===== src/rtl/updown_pkg.sv =====
// Shared direction constants and the clamp helper for the up/down modulo counter.
package updown_pkg;

  localparam logic DIR_UP   = 1'b1;
  localparam logic DIR_DOWN = 1'b0;

  // Largest legal count: also the clamp target for out-of-range loads.
  function automatic longint unsigned clamp_value(input longint unsigned mod);
    return mod - 64'd1;
  endfunction

endpackage


===== src/rtl/updown_next.sv =====
// Next-state logic for updown_mod_counter: load > step > hold, with boundary detect.
// UPDOWN_COUNTER_SAT_EN selects saturation instead of wrap-around at the boundary.
module updown_next
  import updown_pkg::*;
#(
  parameter int unsigned     WIDTH = 4,
  parameter longint unsigned MOD   = 16
) (
  input  logic [WIDTH-1:0] q,
  input  logic             select,
  input  logic             en,
  input  logic             load,
  input  logic [WIDTH-1:0] din,
  output logic [WIDTH-1:0] q_next,
  output logic             boundary
);

  localparam logic [WIDTH-1:0] MAX_Q = WIDTH'(clamp_value(MOD));

  logic at_top;
  logic at_bottom;
  logic din_ok;

  assign at_top    = (q == MAX_Q);
  assign at_bottom = (q == '0);
  // Compare at 64 bits so MOD == 2**WIDTH never truncates to zero.
  assign din_ok    = (64'(din) < MOD);

  always_comb begin
    q_next   = q;
    boundary = 1'b0;
    if (load) begin
      q_next = din_ok ? din : MAX_Q;
    end else if (en) begin
      if (select == DIR_UP) begin
        if (!at_top) begin
          q_next = q + WIDTH'(1);
        end else begin
          boundary = 1'b1;
`ifdef UPDOWN_COUNTER_SAT_EN
          q_next = MAX_Q;
`else
          q_next = '0;
`endif
        end
      end else begin
        if (!at_bottom) begin
          q_next = q - WIDTH'(1);
        end else begin
          boundary = 1'b1;
`ifdef UPDOWN_COUNTER_SAT_EN
          q_next = '0;
`else
          q_next = MAX_Q;
`endif
        end
      end
    end
  end

endmodule


===== src/rtl/updown_mod_counter.sv =====
// Up/down modulo-MOD counter with parallel load; wrap pulses one cycle after a boundary step.
// With UPDOWN_COUNTER_SAT_EN the count saturates and wrap carries the saturation flag instead.
module updown_mod_counter
  import updown_pkg::*;
#(
  parameter int unsigned     WIDTH = 4,
  parameter longint unsigned MOD   = 16
) (
  input  logic             clk,
  input  logic             reset,
  input  logic             en,
  input  logic             select,
  input  logic             load,
  input  logic [WIDTH-1:0] din,
  output logic [WIDTH-1:0] q,
  output logic             tc,
  output logic             wrap
);

  localparam logic [WIDTH-1:0] MAX_Q = WIDTH'(clamp_value(MOD));

  logic [WIDTH-1:0] q_next;
  logic             boundary;

  updown_next #(
    .WIDTH (WIDTH),
    .MOD   (MOD)
  ) u_next (
    .q        (q),
    .select   (select),
    .en       (en),
    .load     (load),
    .din      (din),
    .q_next   (q_next),
    .boundary (boundary)
  );

  always_ff @(posedge clk or negedge reset) begin
    if (!reset) begin
      q    <= '0;
      wrap <= 1'b0;
    end else begin
      q    <= q_next;
      wrap <= boundary;
    end
  end

  // Terminal count looks at the current direction, not at en.
  assign tc = ((select == DIR_UP) && (q == MAX_Q)) ||
              ((select == DIR_DOWN) && (q == '0));

endmodule


===== config.mk =====
export PLATFORM = sky130hd
export DESIGN_NAME = updown_mod_counter
export DESIGN_NICKNAME = d
export VERILOG_FILES = /design/src/rtl/updown_pkg.sv /design/src/rtl/updown_next.sv /design/src/rtl/updown_mod_counter.sv
export SDC_FILE = /design/constraint.sdc
export NUM_CORES = 1
export LEC_CHECK = 0
export ABC_AREA = 1
export BUFFER_PORTS_ARGS = -buffer_cell sky130_fd_sc_hd__buf_2
export CORE_AREA = 2 2 39 41
export CTS_BUF_LIST = sky130_fd_sc_hd__clkbuf_8 sky130_fd_sc_hd__clkbuf_16
export DETAILED_ROUTE_END_ITERATION = 10
export DIE_AREA = 0 0 41 43
export SLEW_MARGIN = 10
export SYNTH_ARGS = -nofsm -noshare
export SYNTH_HDL_FRONTEND = slang
export SYNTH_SLANG_ARGS = --single-unit

===== constraint.sdc =====
create_clock -name clk -period 1.3 [get_ports clk]
set_input_delay 0 -clock clk [delete_from_list [all_inputs] [get_ports clk]]
set_output_delay 0 -clock clk [all_outputs]
set_load 0.02 [all_outputs]

==> metrics.cfg <==
[timing]
timing.hold.ws_ps=12.88
drv_slew=0
setup_viol=0
clock_skew_ps=3.509
tightest_slew_ps=296.2
finalWorstSetupSlack_ps=46.12
max_slew_margin_pct=80.25
period_share_pct=96.45
fmax_mhz=797.5
hold_viol=0
period_needed_ps=1254
rsz0062_at_grt=true

[layout]
final_cell_mix=13 x nand2_1, 13 x buf_2, 7 x buf_4, 6 x inv_1, 5 x nand3_1
fin_cells=96
layout.nets=92
antennaDiodeCount=0
fin_util_pct=43.49
drive_gt1_share_pct=41.25
syn2layout_area_growth_pct=58.22

[place]
dp_cells=86
dp_hpwl_um=708.3
dp_slack_ps=35.47
gp_congestion=0.8062
io_buffers=14

[critical_path]
reg2reg_slack_ps=80
crit_path_start_kind=flop
cp_slowest_cell=dfrtp_1
reg2reg_depth=7
required_ps=1300
r2r_start=q[1]
r2r_end=q[3]
slowest_delay_ps=400
worstPathCellList=inv_2 -> ha_4 -> inv_2 -> nor2_4 -> nand2_2 -> nand2_2 -> buf_6
critical_path_class=reg2out
critPathMaxFanout=3
end_kind=primary output
cp.arrival_ps=1250

[synth]
synth-seq-cells=5
yosysWarningCount=0
synth_area_um2=380.4
yosysUniqueCellTypes=15
synth_nets=66
syn_avg_cell_area_um2=6.916
ys_seq_area_share_pct=32.89
netlist_instances=55

[global_route]
antenna_found_initial=0
grt_pass1_wl_um=1656
overflow=0
grtUsageTotal_pct=14.56
grt_max_degree=10
grt_pass1_vias=408

[detailed_routing]
drt_wl_total_um=1094
drtIter0Drc=6
vias=461
post_drt_wl_per_cell_um=11.40
drc=0
drtAntennaViolNets=0
dr.pass1.iters=4
vias_per_cell=4.802

[power]
vdd_drop_max_v=0.0005330
p_leak_nw=0.3278
power_density_nw_per_um2=1237
totalPowerFinal_mw=0.7444

[outcome]
status=finished, final reports clean

[clocking]
ctsLongestPathBuffers=2
cts_max_level=1
cts_sinks=5
cts_tree=done
cts_buffers=3
root_buffer=clkbuf_8
clkLatencyLatePin_ps=220
clk_pin_slew_ps=30

[floorplan]
die_x_um=41
row_count=14
dieArea_um2=1763
initial_utilization_pct=27.49
io_pins=15
die_h_um=43
core-area_um2=1384

[hold_path]
hold_path_depth=3
min_to=q[1]
hold_path_class=in2reg
hold_start=din[1]

[flow_run]
maxCapViolCount=0

-- synth_stat cells --
cell type	number	share of area, %
inv_1	8	7.9
nand2_1	16	16
xnor2_1	1	2.3
ha_1	2	6.6
buf_6	1	3.0
a22oi_1	2	3.9
dfrtp_1	5	33
nand3_1	5	6.6
xor2_1	1	2.3
or2_1	1	1.6
o221ai_1	1	2.3
nand4_1	2	3.3
o21ai_1	3	3.9
a21oi_1	2	2.6
nor2_1	5	4.9
-- through the flow --
step           setup TNS (ps)  instance area (um2)
2_1_floorplan               0                381.6
3_3_place_gp                0                475.5
3_5_place_dp                0                475.5
4_1_cts                     0                579.3
5_1_grt                -22.92                601.8
6_report                    0                601.8
-- logic make-up (layout without fill, tap and decap cells) --
kind of cell / count (synthesis) / count (layout) / synth area share [%]
and+or+nand+nor: 29 / 29 / 32.24
xor gates and xnor gates: 2 / 2 / 4.606
buffers and inverters: 9 / 34 / 10.86
DFF: 5 / 5 / 32.89
AOI/OAI and AO/OA: 8 / 8 / 12.83
adders and majority gates: 2 / 2 / 6.578
-- cell type report --
class | instances | area (um2)
Clock buffer | 3 | 41.29
Clock inverter | 1 | 3.754
Fill cell | 147 | 782.0
Inverter | 8 | 30.03
Multi-Input combinational cell | 41 | 241.5
Sequential cell | 5 | 126.4
Tap cell | 16 | 20.02
Timing Repair Buffer | 22 | 138.9
-- power by group --
group | internal (mW) | total [mW] | switching (mW)
sequential | 0.175 | 0.207 | 0.0319
clock | 0.202 | 0.279 | 0.0766
combinational | 0.118 | 0.258 | 0.140
total | 0.496 | 0.744 | 0.249
-- flip-flops by register name, indices dropped and copies added (netlist names) --
signal,count
wrap,1
q,4
-- critical path, delay by kind of cell (launching register included) --
kind | cells | cell delay, ps
buffers and inverters | 3 | 250
adder cells (fa/ha/maj) | 1 | 130
flip-flops | 1 | 400
AND/OR/NAND/NOR | 3 | 240
-- what timing repair did --
item,4_1_cts,5_1_grt
gates resized for setup,8,4
buffers inserted,4,2
setup endpoints to repair,1,2
pin swaps,2,4
hold buffers,1,0
hold endpoints to repair,5,0
-- how the worst max path moves through the flow --
stage	from	end	slack [ps]	depth (start not counted)
after CTS	q[0]	tc	10	7
final	q[1]	tc	50	7
after global routing	q[1]	tc	-20	7
after detailed placement	q[0]	q[0]	40	8
after global placement	q[0]	q[1]	70	4
after floorplan	q[1]	q[3]	50	8
-- routing by layer --
metal | track usage [%] | routed length (um) | up-vias
li1 | - | - | 232
met1 | 18.09 | 455 | 206
met2 | 21.25 | 555 | 21
met3 | 3.141 | 75 | 2
met4 | 10.00 | 8 | 0
met5 | 0 | 0 | -
Power figures use the tool's default switching activity.
